--- src/rtl/ysyx_23060203_pkg.sv ---
//------------------------------------------------------------------------------
// Module : ysyx_23060203_pkg
// Brief  : Shared sizing constants for the NPC integer register file.
// Rev    : 1.0
//------------------------------------------------------------------------------
`default_nettype none

package ysyx_23060203_pkg;

  localparam int XLEN_DEFAULT = 32;
  localparam int NREG_RV32I   = 32;
  localparam int NREG_RV32E   = 16;
  localparam int REG_ZERO     = 0;   // x0: hardwired zero, no storage, no busy bit
  localparam int REG_FIRST    = 1;   // first register with real storage

endpackage

`default_nettype wire

--- src/rtl/ysyx_23060203_rf_rdport.sv ---
//------------------------------------------------------------------------------
// Module : ysyx_23060203_rf_rdport
// Brief  : One combinational read port: x0 force, writeback bypass, busy lookup.
// Rev    : 1.0
//------------------------------------------------------------------------------
`default_nettype none

module ysyx_23060203_rf_rdport
  import ysyx_23060203_pkg::*;
#(
  parameter int XLEN = XLEN_DEFAULT,
  parameter int NREG = NREG_RV32I,
  parameter int AW   = $clog2(NREG)
) (
  input  logic [AW-1:0]              raddr_i,
  input  logic                       wen_i,
  input  logic [AW-1:0]              waddr_i,
  input  logic [XLEN-1:0]            wdata_i,
  input  logic [NREG-1:0][XLEN-1:0]  rf_i,
  input  logic [NREG-1:0]            sb_i,
  output logic [XLEN-1:0]            rdata_o,
  output logic                       rbusy_o
);

  always_comb begin
    rdata_o = '0;
    rbusy_o = 1'b0;
    if (raddr_i == AW'(REG_ZERO)) begin
      rdata_o = '0;
      rbusy_o = 1'b0;
    end else if (wen_i && (waddr_i == raddr_i)) begin
      // Producer is writing back right now, so the source is already resolved.
      rdata_o = wdata_i;
      rbusy_o = 1'b0;
    end else begin
      rdata_o = rf_i[raddr_i];
      rbusy_o = sb_i[raddr_i];
    end
  end

endmodule

`default_nettype wire

--- src/rtl/ysyx_23060203_rf_scoreboard.sv ---
//------------------------------------------------------------------------------
// Module : ysyx_23060203_rf_scoreboard
// Brief  : Integer register file with per-register busy scoreboard and bypass.
// Rev    : 1.0
//------------------------------------------------------------------------------
`default_nettype none

module ysyx_23060203_rf_scoreboard
  import ysyx_23060203_pkg::*;
#(
  parameter  int XLEN = XLEN_DEFAULT,
  parameter  int NREG = NREG_RV32I,
  parameter  int NRD  = 2,
  localparam int AW   = $clog2(NREG)
) (
  input  logic                  clk,
  input  logic                  rst_n,
  input  logic                  wen,
  input  logic [AW-1:0]         waddr,
  input  logic [XLEN-1:0]       wdata,
  input  logic [NRD*AW-1:0]     raddr,
  output logic [NRD*XLEN-1:0]   rdata,
  output logic [NRD-1:0]        rbusy,
  input  logic                  iss_valid,
  input  logic [AW-1:0]         iss_rd,
  input  logic                  flush,
  output logic                  any_busy
);

  logic [XLEN-1:0]            rf_q [REG_FIRST:NREG-1];
  logic [NREG-1:REG_FIRST]    sb_q;
  logic [NREG-1:REG_FIRST]    sb_d;
  logic [NREG-1:0][XLEN-1:0]  w_rf_flat;
  logic [NREG-1:0]            w_sb_flat;

  // Register write is independent of flush: the WB-stage instruction is committed.
  always_ff @(posedge clk or negedge rst_n) begin
    if (!rst_n) begin
      for (int r = REG_FIRST; r < NREG; r++) begin
        rf_q[r] <= '0;
      end
    end else begin
      for (int r = REG_FIRST; r < NREG; r++) begin
        if (wen && (waddr == AW'(r))) begin
          rf_q[r] <= wdata;
        end
      end
    end
  end

  // Flush beats issue; issue beats writeback because the issuing producer is younger.
  always_comb begin
    sb_d = sb_q;
    for (int r = REG_FIRST; r < NREG; r++) begin
      if (flush) begin
        sb_d[r] = 1'b0;
      end else if (iss_valid && (iss_rd == AW'(r))) begin
        sb_d[r] = 1'b1;
      end else if (wen && (waddr == AW'(r))) begin
        sb_d[r] = 1'b0;
      end
    end
  end

  always_ff @(posedge clk or negedge rst_n) begin
    if (!rst_n) begin
      sb_q <= '0;
    end else begin
      sb_q <= sb_d;
    end
  end

  assign any_busy = |sb_q;

  // Zero-extended views so read ports can index x0 without special storage.
  assign w_rf_flat[REG_ZERO] = '0;
  assign w_sb_flat[REG_ZERO] = 1'b0;

  for (genvar r = REG_FIRST; r < NREG; r++) begin : g_flat
    assign w_rf_flat[r] = rf_q[r];
    assign w_sb_flat[r] = sb_q[r];
  end

  for (genvar i = 0; i < NRD; i++) begin : g_rdport
    ysyx_23060203_rf_rdport #(
      .XLEN (XLEN),
      .NREG (NREG),
      .AW   (AW)
    ) u_rdport (
      .raddr_i (raddr[i*AW +: AW]),
      .wen_i   (wen),
      .waddr_i (waddr),
      .wdata_i (wdata),
      .rf_i    (w_rf_flat),
      .sb_i    (w_sb_flat),
      .rdata_o (rdata[i*XLEN +: XLEN]),
      .rbusy_o (rbusy[i])
    );
  end

endmodule

`default_nettype wire

--- config.mk ---
export PLATFORM = sky130hd
export DESIGN_NAME = ysyx_23060203_rf_scoreboard
export DESIGN_NICKNAME = d
export VERILOG_FILES = /design/src/rtl/ysyx_23060203_pkg.sv /design/src/rtl/ysyx_23060203_rf_rdport.sv /design/src/rtl/ysyx_23060203_rf_scoreboard.sv
export SDC_FILE = /design/constraint.sdc
export NUM_CORES = 2
export LEC_CHECK = 0
export ABC_AREA = 1
export CAP_MARGIN = 20
export CORE_ASPECT_RATIO = 0.5
export CORE_MARGIN = 2
export CORE_UTILIZATION = 50
export CTS_CLUSTER_SIZE = 10
export DETAILED_ROUTE_END_ITERATION = 8
export PLACE_DENSITY = 0.66
export SLEW_MARGIN = 20
export SYNTH_ARGS = -nofsm -noshare
export SYNTH_HDL_FRONTEND = slang
export SYNTH_SLANG_ARGS = --single-unit
--- constraint.sdc ---
create_clock -name clk -period 4.21 [get_ports clk]
set_input_delay 0.842 -clock clk [delete_from_list [all_inputs] [get_ports clk]]
set_output_delay 0.842 -clock clk [all_outputs]
set_load 0.05 [all_outputs]
; ---- After elaboration in Yosys (flattened, before gate mapping)
; Cells that the tools add are included.
[totals]
wordCells = 335
rom_bits = 0
memories = 0
inputBits = 57
ramBits = 0
latchBits = 0
ff_bits = 1023
[op_classes]
n_shift = 0
n_bitwise = 0
add_sub_neg = 0
muxes = 109
eq_ne = 64
n_reduce_logical = 98
div_mod_pow = 0
n_mul = 0
n_lt_le_gt_ge = 2
[op_table]
columns = operator, count
row1 = binary-select mux 32 bit (select 5 bit), 2
row2 = 2-to-1 mux 32 bit, 6
row3 = "== test 5 bit, second input constant", 32
row4 = 2-to-1 mux 1 bit, 99
row5 = nonzero test 3 bit, 31
row6 = "== test 5 x 4 -> 1 bit, second input constant", 16
row7 = logical AND 1 bit, 64
row8 = "== test 5 x 3 -> 1 bit, second input constant", 8
row9 = OR reduction 31 bit, 1
row10 = "== test 5 x 2 -> 1 bit, second input constant", 4
row11 = "less-than comparator 5 x 6 -> 1 bit, second input constant", 2
row12 = binary-select mux 1 bit (select 5 bit), 2
row13 = "== test 5 x 1 -> 1 bit, second input constant", 2
row14 = == test 5 bit, 2
row15 = zero test 5 bit, 2

; ---- Longest topological paths before layout
[logic_depth]
ltp_word = 5
ltp_mapped = 14
mapped_depth_nobuf = 11

; ---- By module
; From an unflattened synthesis, not the netlist that was laid out.
[hier_totals]
cells_unflattened = 8624
hier_area_um2 = 59479.5
[by_module_without_submodules]
columns = mod, seq_area_each_um2, cells_each, n_inst, area_per_inst_um2
row1 = ysyx_23060203_rf_scoreboard, 25599.6, 3558, 1, 36612.6
row2 = ysyx_23060203_rf_rdport, 0.0, 2533, 2, 11433.5

; ---- Worst setup path after synthesis
; Ideal clock, no wire load.
[synth_path]
path_kind = input to output
startpoint = input raddr[4]
endpoint = output rdata[30]
cell_stages = 9
slack_ns = 0.817
required_time_ns = 3.368
arrival_ns = 2.551
cell_sequence = buf_2 > inv_2 > nand2_1 > nand2_1 > inv_1 > nand4_1 > clkbuf_1 > o21ai_0 > a21oi_1
[synth_between]
elab_chain_cells = 4
word_cells_on_any_way = 7
[synth_lines]
columns = element, line
row1 = start: declaration, ysyx_23060203_rf_scoreboard.sv:21  ; input logic [NRD*AW-1:0] raddr,
row2 = binary-select mux 32 bit (select 5 bit) / == test 5 bit (equally long branches), "ysyx_23060203_rf_rdport.sv:36, ysyx_23060203_rf_rdport.sv:31"
row3 = 2-to-1 mux 32 bit (implied by the code) / logical AND 1 bit (equally long branches), "ysyx_23060203_rf_rdport.sv:36, ysyx_23060203_rf_rdport.sv:31"
row4 = 2-to-1 mux 32 bit, ysyx_23060203_rf_rdport.sv:31  ; end else if (wen_i && (waddr_i == raddr_i)) begin
row5 = 2-to-1 mux 32 bit (*), ysyx_23060203_rf_rdport.sv:28  ; if (raddr_i == AW'(REG_ZERO)) begin
row6 = end: declaration, ysyx_23060203_rf_scoreboard.sv:22  ; output logic [NRD*XLEN-1:0] rdata,
; Every way passes the cells marked *; elsewhere a longest branch is shown, timed or not. The select of a mux whose other input is x is not followed.

; ---- Worst setup path after layout
[layout_path]
startpoint = input raddr[5]
endpoint = output rdata[39]
; Same word-level chain as after synthesis.

==> flow_summary.toml <==
[run_status]
status = "finished clean"

[timing]
fmax_mhz = 244
fin_crit_sh = 0.975
relSlewSlack = 0.181
final-hold-violation-count = 0
rsz0062_at_grt = "no"
setup_viol = 0
period_minus_slack_ps = 4110
finalMaxSlewViolations = 0
clock-skew-final_ps = 0
worst_pin_slew_ps = 1230
timing.hold.ws_ps = 115
fin_tns_setup_ps = 0

[cts]
hold_buffers = 0
cts_resized = 0
htreeDepth = 3
clock-sinks = 1023
cts_tree = "done"
clk_pin_slew_ps = 60
cts_root_buffer = "clkbuf_16"
clk_latency_ps = 760
cts_setup_buffers = 0
cts_inserted_buffers = 112
clockBufferDepth = 3

[setup_path]
worstSetupPathType = "input pin to output port"
worstPathRequired_ps = 3370
reg2reg_depth = 2
r2r_setup_slack_ps = 3450
startpoint_type = "input pin"
arrival_ps = 3260
end_kind = "output port"
cp_max_fo = 32

[drt]
firstDrtPassIters = 6
antenna_left = 0
via_count = 58900
drc = 0
viasPerCell = 6.09
wl_mm = 235
wl_per_cell_um = 24.3
drtIter0Drc = 8383

[pwr]
ir_worst_vdd_mv = 0.356
combPwrFrac = 0.230
pwr-share-clk = 0.315
powerDensity_nw_per_um2 = 434
internal-power_uw = 18700
switching_share = 0.337
p_leak_uw = 0.0309
p_seq_frac = 0.455
p_switching_uw = 9500

[job]
max_cap_viol_count = 0

[floorplanning]
die_x_um = 489
core_um2 = 116000
fp.dieH_um = 246
rows = 88
start_util = 0.507
die-area_um2 = 121000
pin_count = 124

[finish]
nets = 8140
final_cell_count_no_fill = 9670
drive_gt1_frac = 0.0591
syn_to_final_growth_pct = 10.6
stdcell_area_um2 = 65000
nFillCells = 11100

[synth]
syn_nets = 8471
yosysUniqueCellTypes = 28
yosysTopAreaCell = "dfrtp_1"
yosys_warnings = 0
netlist_area_um2 = 58800
synthCells = 8414
synthDominantCellAreaShare = 0.435
avgSynthCellArea_um2 = 6.99
ys_ff_latch = 1023
synth.top_cells.by_area = "dfrtp_1, nand2_1, nand3_1"
seq_area_frac_synth = 0.435

[global_routing]
grt_max_degree = 124
grt_pass1_vias = 53700
antenna_found_initial = 4
grtUsageTotal = 0.387
grt_first_pass_wirelength_mm = 350
gr-total-overflow = 0

[placed_design]
io_buffers = 123
place_congestion = 0.940
placed_area_um2 = 62000
dp_cells = 9544
dp_hpwl_mm = 129

[hold_path]
hold_class = "input pin to asynchronous set/reset pin"
## final cells by class
cell class,count,area [um2],area share
Inverter,635,2440,0.0376
Clock buffer,117,2840,0.0437
Timing Repair Buffer,314,4350,0.0669
Antenna cell,2,5.00,0.0000770
Clock inverter,7,159,0.00244
Multi-Input combinational cell,5997,27600,0.425
Tap cell,1575,1970,0.0303
Sequential cell,1023,25600,0.394
## layer usage
layer,global-route usage,vias up,share of wire
li1,-,26800,-
met1,0.532,27600,0.39
met2,0.564,3692,0.41
met3,0.100,773,0.13
met4,0.195,4,0.058
met5,0,-,0.00012
## state kept, by name, summed over array words and instances, names as in the netlist
register  count
rf_q        992
sb_q         31
## cell usage in the layout, fill, tap and decap left out, types with 2 or more instances in the layout
master	count
nand3_4	5
inv_16	3
buf_12	146
buf_6	2
clkdlybuf4s50_1	46
nand4_1	7
inv_2	4
o21ai_0	1106
nor3_1	20
nand2_4	27
or2_2	36
clkbuf_16	112
or2_1	10
buf_8	6
clkinv_8	3
nand2_1	2630
clkinv_2	3
a21oi_1	196
nor4_1	5
nor2_4	3
clkbuf_8	2
buf_4	114
inv_6	3
nor2_1	328
o211ai_1	393
or2_0	4
nand3_1	1217
dfrtp_1	1023
diode_2	2
clkinv_16	3
o21ai_1	6
clkbuf_1	3
inv_1	620
## power groups by stage
| stage | registers (uW) | clock network (uW) | logic [uW] |
|---|---|---|---|
| after floorplan | 12600 | 0 | 4380 |
| after global placement | 12900 | 0 | 6230 |
| after detailed placement | 12900 | 0 | 6380 |
| after CTS | 12800 | 8940 | 6400 |
| after global routing | 13000 | 9330 | 7280 |
| final | 12800 | 8880 | 6490 |
## kinds of logic after synthesis
group	count (synthesis)	share of synthesized area
flops	1023	0.435
buf+inv	1394	0.0991
compound gates	1701	0.162
simple gates	4296	0.304
## stage by stage
| step | setup slack (ps) | power [uW] | util |
|---|---|---|---|
| after floorplan | 817 | 17000 | - |
| after global placement | 244 | 19100 | 0.535 |
| after detailed placement | 235 | 19300 | 0.535 |
| after CTS | 221 | 28100 | 0.561 |
| after global routing | 10.8 | 29700 | 0.561 |
| final | 105 | 28200 | 0.561 |
## path summary, 6_finish.rpt
check | start | to
hold / removal | rst_n | rf_q[843]
setup reg to reg | rf_q[211] | rf_q[211]
min in group clk | rf_q[648] | rf_q[648]
max in group asynchronous | rst_n | rf_q[377]
hold reg to reg | rf_q[648] | rf_q[648]
setup / recovery | raddr[5] | rdata[39]
## cells in the mapped netlist, drive strengths merged
cell and count:
o211ai 393, a21oi 196, buf 414, inv 632, nor2 332, nand3 1223, or2 50, clkinv 3
o21ai 1112, clkbuf 345, nor4 5, dfrtp 1023, nand4 8, nand2 2658, nor3 20
## worst max-delay path: stages
cell      delay (ps)
buf_8            290
nor2_4            80
nand4_2          360
clkinv_1         770
buf_4            450
nor2_1           110
nand2_1           70
inv_1            120
buf_12           140
(Power assumes the default switching activity.)
